**src/rtl/m_conv_pkg.sv**
```systemverilog
// Shared constants and types for the layer-0 convolution front end.
// Frame geometry and counter widths live here so every stage agrees on them.
package m_conv_pkg;

  localparam int IMG_W         = 28;
  localparam int IMG_H         = 28;
  localparam int DATA_W        = 8;
  localparam int KERNEL        = 3;
  localparam int IMG_PIX       = IMG_W * IMG_H;
  localparam int WIN_PER_FRAME = (IMG_W - KERNEL + 1) * (IMG_H - KERNEL + 1);

  localparam int COL_W = 5;
  localparam int ROW_W = 5;
  localparam int CNT_W = 10;

  typedef logic [DATA_W-1:0]             pix_t;
  // One window row; element [KERNEL-1] is the leftmost (oldest) column.
  typedef logic [KERNEL-1:0][DATA_W-1:0] win_row_t;

  // A window is complete once two full rows and two columns precede the pixel.
  function automatic logic win_pos_ok(input logic [ROW_W-1:0] row,
                                      input logic [COL_W-1:0] col);
    return (row >= ROW_W'(KERNEL - 1)) && (col >= COL_W'(KERNEL - 1));
  endfunction

  function automatic logic last_pos(input logic [ROW_W-1:0] row,
                                    input logic [COL_W-1:0] col);
    return (row == ROW_W'(IMG_H - 1)) && (col == COL_W'(IMG_W - 1));
  endfunction

endpackage

```
**src/rtl/m_line_fifo.sv**
```systemverilog
// Shift-enable delay line: d_out is the sample written DEPTH enables ago.
// Contents are never reset; the window logic masks them until refilled.
module m_line_fifo #(
  parameter int DEPTH = 28,
  parameter int WIDTH = 8
) (
  input  logic             clk,
  input  logic             shift_en,
  input  logic [WIDTH-1:0] d_in,
  output logic [WIDTH-1:0] d_out
);

  logic [WIDTH-1:0] mem_q [DEPTH];

  always_ff @(posedge clk) begin
    if (shift_en) begin
      mem_q[0] <= d_in;
      for (int i = 1; i < DEPTH; i++) begin
        mem_q[i] <= mem_q[i-1];
      end
    end
  end

  assign d_out = mem_q[DEPTH-1];

endmodule

```
**src/rtl/m_window_3x3.sv**
```systemverilog
// 3x3 sliding-window generator: two row buffers plus a 3x3 register array,
// emitting one registered window per interior pixel of a raster-order frame.
module m_window_3x3
  import m_conv_pkg::*;
(
  input  logic                     clk,
  input  logic                     rst,
  input  logic                     start,
  input  logic [DATA_W-1:0]        d_in,
  output logic [KERNEL*KERNEL*DATA_W-1:0] win_out,
  output logic                     win_valid,
  output logic                     win_last,
  output logic                     frame_done
);

  logic [COL_W-1:0] col_q, col_d;
  logic [ROW_W-1:0] row_q, row_d;
  logic [CNT_W-1:0] pix_cnt_q, pix_cnt_d;
  logic             accept;

  win_row_t win_q [KERNEL];
  win_row_t win_d [KERNEL];

  logic valid_q, valid_d;
  logic last_q, last_d;
  logic done_q, done_d;

  pix_t lb0_out, lb1_out;

  assign accept = start && (pix_cnt_q < CNT_W'(IMG_PIX));

  m_line_fifo #(.DEPTH(IMG_W), .WIDTH(DATA_W)) u_lb0 (
    .clk      (clk),
    .shift_en (accept),
    .d_in     (d_in),
    .d_out    (lb0_out)
  );

  m_line_fifo #(.DEPTH(IMG_W), .WIDTH(DATA_W)) u_lb1 (
    .clk      (clk),
    .shift_en (accept),
    .d_in     (lb0_out),
    .d_out    (lb1_out)
  );

  // Dropping start abandons the frame; the next accepted pixel is (0,0).
  always_comb begin
    col_d     = col_q;
    row_d     = row_q;
    pix_cnt_d = pix_cnt_q;
    if (!start) begin
      col_d     = '0;
      row_d     = '0;
      pix_cnt_d = '0;
    end else if (accept) begin
      pix_cnt_d = pix_cnt_q + 1'b1;
      if (col_q == COL_W'(IMG_W - 1)) begin
        col_d = '0;
        row_d = row_q + 1'b1;
      end else begin
        col_d = col_q + 1'b1;
      end
    end
  end

  always_comb begin
    for (int k = 0; k < KERNEL; k++) begin
      win_d[k] = win_q[k];
    end
    if (accept) begin
      win_d[0] = {win_q[0][KERNEL-2:0], lb1_out};
      win_d[1] = {win_q[1][KERNEL-2:0], lb0_out};
      win_d[2] = {win_q[2][KERNEL-2:0], d_in};
    end
  end

  always_comb begin
    valid_d = accept && win_pos_ok(row_q, col_q);
    last_d  = accept && last_pos(row_q, col_q);
    done_d  = last_d;
  end

  always_ff @(posedge clk or negedge rst) begin
    if (!rst) begin
      col_q     <= '0;
      row_q     <= '0;
      pix_cnt_q <= '0;
      valid_q   <= 1'b0;
      last_q    <= 1'b0;
      done_q    <= 1'b0;
      for (int k = 0; k < KERNEL; k++) begin
        win_q[k] <= '0;
      end
    end else begin
      col_q     <= col_d;
      row_q     <= row_d;
      pix_cnt_q <= pix_cnt_d;
      valid_q   <= valid_d;
      last_q    <= last_d;
      done_q    <= done_d;
      for (int k = 0; k < KERNEL; k++) begin
        win_q[k] <= win_d[k];
      end
    end
  end

  assign win_out    = {win_q[0], win_q[1], win_q[2]};
  assign win_valid  = valid_q;
  assign win_last   = last_q;
  assign frame_done = done_q;

endmodule

```
**config.mk**
```make
export PLATFORM = sky130hd
export DESIGN_NAME = m_window_3x3
export DESIGN_NICKNAME = d
export VERILOG_FILES = /design/src/rtl/m_conv_pkg.sv /design/src/rtl/m_line_fifo.sv /design/src/rtl/m_window_3x3.sv
export SDC_FILE = /design/constraint.sdc
export NUM_CORES = 1
export LEC_CHECK = 0
export CORE_UTILIZATION = 30
export CTS_CLUSTER_SIZE = 14
export DETAILED_ROUTE_END_ITERATION = 7
export GPL_ROUTABILITY_DRIVEN = 0
export PLACE_DENSITY = 0.44
export SLEW_MARGIN = 40
export SYNTH_ARGS = -nofsm -noshare
export SYNTH_HDL_FRONTEND = slang
export SYNTH_SLANG_ARGS = --single-unit
```
**constraint.sdc**
```tcl
create_clock -name clk -period 13.9 [get_ports clk]
set_clock_uncertainty 0.15 [all_clocks]
set_input_delay 2.78 -clock clk [delete_from_list [all_inputs] [get_ports clk]]
set_output_delay 2.78 -clock clk [all_outputs]
set_load 0.02 [all_outputs]
```
==> results_tabular.tex <==
\begin{tabular}{lr}
\hline
Metric & Value \\
\hline
\multicolumn{2}{l}{\textbf{Run status}} \\
Status & finished, final reports clean \\
\multicolumn{2}{l}{\textbf{Floorplan}} \\
Number of placed I/O pins & 86 \\
Die W & 243 um \\
Die area & 58900 um2 \\
Initial core utilization & 0.306 \\
Core Box Area & 56800 um2 \\
Die Height & 243 um \\
Rows & 87 \\
\multicolumn{2}{l}{\textbf{Logic synthesis}} \\
Most used flip-flop cell after synthesis & sky130\_fd\_sc\_hd\_\_edfxtp\_1 \\
FFs w/ async S/R, synth & 0.173 \\
Number of synthesis warnings & 0 \\
Avg Inst Size Synth & 23.9 um2 \\
Number of storage elements in the synthesis netlist & 542 \\
Post-Synthesis Net Count & 745 \\
Count of flip-flops with a built-in enable after synthesis & 448 \\
Part of the Yosys area used for sequential elements & 0.909 \\
Count of mapped cells out of synthesis & 729 \\
Post-synthesis instance area & 17400 um2 \\
Synth cell types & 45 \\
\multicolumn{2}{l}{\textbf{Setup path}} \\
Worst setup SP type & primary input \\
Cells along the critical path & clkdlybuf4s50\_1 > o21ai\_4 > buf\_4 > inv\_12 > buf\_12 > buf\_16 > mux2\_2 \\
Launch point of the critical path & start \\
Largest stage delay, worst path & 0.98 ns \\
Crit path max fanout & 135 \\
Data required time at the worst endpoint & 14.22 ns \\
Capturing element type of the critical path & register \\
Slowest cell on the critical path & sky130\_fd\_sc\_hd\_\_clkdlybuf4s50\_1 \\
Crit path arrival time & 6.30 ns \\
Reg2Reg Launch Point & pix\_cnt\_q[6] \\
Worst setup path category & in -> reg \\
\multicolumn{2}{l}{\textbf{Clocking}} \\
Insertion delay of the later-clocked pin in the worst-skew pair & 0.58 ns \\
H-tree depth & 2 \\
Number of CTS-inserted buffers & 55 \\
Number of sinks on the clock net & 542 \\
Gates resized, CTS repair & 0 \\
TritonCTS clock tree & built \\
Clock slew seen by the registers of the worst setup and hold paths & 0.06 ns \\
Quantity of hold-fixing buffers added after cts & 0 \\
Buffers inserted by post-CTS timing repair & 0 \\
Clock root buffer & sky130\_fd\_sc\_hd\_\_clkbuf\_16 \\
Number of buffers on the longest clock path & 3 \\
\multicolumn{2}{l}{\textbf{Timing}} \\
Worst slew margin relative to its limit & 0.472 \\
Number of failing setup endpoints in the final timing report & 0 \\
Fin Setup TNS & 0 ns \\
Tmin final & 5.98 ns \\
Fmax & 167 MHz \\
Final Hold Violating Endpoints & 0 \\
RSZ-0062 raised after global routing & no \\
Final-report max-slew violation count & 0 \\
Transition at the pin with the smallest max-transition slack & 0.789 ns \\
Share of the cycle needed by the critical path after routing & 0.431 \\
\multicolumn{2}{l}{\textbf{Route}} \\
Routed WL & 23500 um \\
Average via count per standard cell & 4.11 \\
Number of design rule violations left after detail routing & 0 \\
Via Count & 6834 \\
ANT nets after route & 0 \\
Average detailed-routed wire length per instance & 14.2 um \\
Total iterations of the first detailed-routing run & 4 \\
Number of DRC violations after detailed-routing iteration 0 & 580 \\
\multicolumn{2}{l}{\textbf{Global routing}} \\
Number of antenna violations at the first check in global routing & 0 \\
Residual overflow from global routing & 0 \\
Peak-usage layer in the global routing report & met1 \\
M3 GR Usage & 0.0247 \\
Largest net degree at the start of global routing & 161 \\
Global-route wire length before repair & 38300 um \\
Via count of the first global-routing pass & 6835 \\
GR met1 Demand/Resource & 0.120 \\
GR Util met2 & 0.105 \\
Overall routing resource usage & 0.0805 \\
\multicolumn{2}{l}{\textbf{Place}} \\
Count of port buffers added during placement & 85 \\
Area post-placement & 19200 um2 \\
Detail Placement HPWL & 11000 um \\
Post-placement cell count & 1561 \\
\multicolumn{2}{l}{\textbf{Cells and area}} \\
Post-layout instance count excluding filler cells & 1664 \\
Net total in the final layout & 879 \\
Final Cell Area & 20900 um2 \\
Relative area change from synthesis to final layout & 20.4\% \\
Fraction of final layout cells sized beyond drive strength 1 & 0.178 \\
Diodes inserted & 0 \\
Leading cell types in the layout, fill and taps excluded & sky130\_fd\_sc\_hd\_\_edfxtp\_1 (448), sky130\_fd\_sc\_hd\_\_dfrtp\_1 (94), sky130\_fd\_sc\_hd\_\_clkdlybuf4s50\_1 (84) \\
Most common cell after layout, fill and taps aside & sky130\_fd\_sc\_hd\_\_edfxtp\_1 \\
\multicolumn{2}{l}{\textbf{Worst hold path}} \\
Hold Path Class & reg -> reg \\
Startpoint of the lowest-slack hold path & u\_lb1.mem\_q[17][3] \\
\multicolumn{2}{l}{\textbf{Power}} \\
Leakage & 7.04 nW \\
Maximum resistive drop on vdd & 0.000108 V \\
Ratio of total power to cell area & 164 nW/um2 \\
\multicolumn{2}{l}{\textbf{Job}} \\
Count of max-cap constraint violations & 0 \\
\hline
\end{tabular}
==> stage by stage <==
step | setup WS (ns) | total power, W | hold WS (ns) | utilization
floorplan | 7.13 | 0.00199 | 0.250 | -
global placement | 7.29 | 0.00206 | 0.250 | 0.337
detailed placement | 7.29 | 0.00207 | 0.255 | 0.338
CTS | 7.93 | 0.00351 | 0.258 | 0.368
global route | 7.68 | 0.00358 | 0.260 | 0.368
finish | 7.92 | 0.00344 | 0.259 | 0.368
==> synth_stat cells (2+ instances only) <==
library cell / count / area, um2
sky130_fd_sc_hd__or4_1: 3 / 22.5
sky130_fd_sc_hd__a211oi_1: 3 / 22.5
sky130_fd_sc_hd__o211ai_1: 4 / 30.0
sky130_fd_sc_hd__nand2_1: 18 / 67.6
sky130_fd_sc_hd__clkbuf_1: 4 / 15.0
sky130_fd_sc_hd__edfxtp_1: 448 / 13500
sky130_fd_sc_hd__or3_1: 2 / 12.5
sky130_fd_sc_hd__o21ai_0: 5 / 25.0
sky130_fd_sc_hd__nand3_1: 7 / 35.0
sky130_fd_sc_hd__buf_2: 3 / 15.0
sky130_fd_sc_hd__inv_1: 2 / 7.51
sky130_fd_sc_hd__mux2i_1: 9 / 90.1
sky130_fd_sc_hd__or2b_2: 2 / 17.5
sky130_fd_sc_hd__nor3_1: 5 / 25.0
sky130_fd_sc_hd__a21oi_1: 6 / 30.0
sky130_fd_sc_hd__nand2b_1: 4 / 25.0
sky130_fd_sc_hd__clkbuf_8: 2 / 27.5
sky130_fd_sc_hd__ha_1: 5 / 62.6
sky130_fd_sc_hd__buf_6: 2 / 22.5
sky130_fd_sc_hd__mux2_2: 72 / 811
sky130_fd_sc_hd__o31ai_1: 2 / 15.0
sky130_fd_sc_hd__dfrtp_1: 94 / 2350
sky130_fd_sc_hd__nor4_1: 2 / 12.5
sky130_fd_sc_hd__buf_4: 4 / 30.0
==> cell type report <==
class	instances	area, um2
fill	5229	35900
clock buffer	70	1460
inverter	4	27.5
sequential	542	15800
tap	756	946
timing repair buffer	92	966
clock inverter	32	263
multi-input combinational	168	1470
==> worst paths after layout <==
path / end / slack (ns) / cells past startpoint
min in group asynchronous: win_out[58] / 2.04 / 1
worst max-delay path: win_out[48] / 7.92 / 7
worst min register to register: u_lb1.mem_q[18][3] / 0.26 / 0
worst min-delay path: u_lb1.mem_q[18][3] / 0.26 / 0
worst max register to register: win_out[48] / 10.19 / 8
max in group asynchronous: pix_cnt_q[7] / 10.41 / 2
==> kinds of logic (layout without fill, tap and decap cells) <==
family | count (synthesis) | in the layout | synth area share
simple gates | 52 | 52 | 0.0169
flops | 542 | 542 | 0.909
buf+inv | 19 | 198 | 0.00719
compound gates | 30 | 30 | 0.0117
mux | 81 | 81 | 0.0518
fa+ha+maj | 5 | 5 | 0.00360
==> sequential cells by signal, indices dropped and copies added, names as in the netlist <==
| register | count |
|---|---|
| u_lb0.mem_q | 224 |
| u_lb1.mem_q | 224 |
| win_out | 72 |
| pix_cnt_q | 10 |
| col_q | 5 |
| row_q | 5 |
| frame_done | 1 |
| win_valid | 1 |
==> where the power goes <==
group	total (W)	internal, W	switching, W
logic	0.000141	0.0000608	0.0000801
clock network	0.00141	0.000817	0.000589
registers	0.00189	0.00186	0.0000322
==> worst max-delay path: cells and delay by family <==
family	cells	cell delay, ns
muxes	1	0.40
AOI/OAI and AO/OA	1	0.10
buffers and inverters	5	2.80
==> metal layers <==
layer | wire [um] | share of wire
met1 | 12200 | 0.52
met2 | 9380 | 0.40
met3 | 1220 | 0.052
met4 | 746 | 0.032
met5 | 0 | 0
No activity file was read; power rests on OpenSTA's default activity.
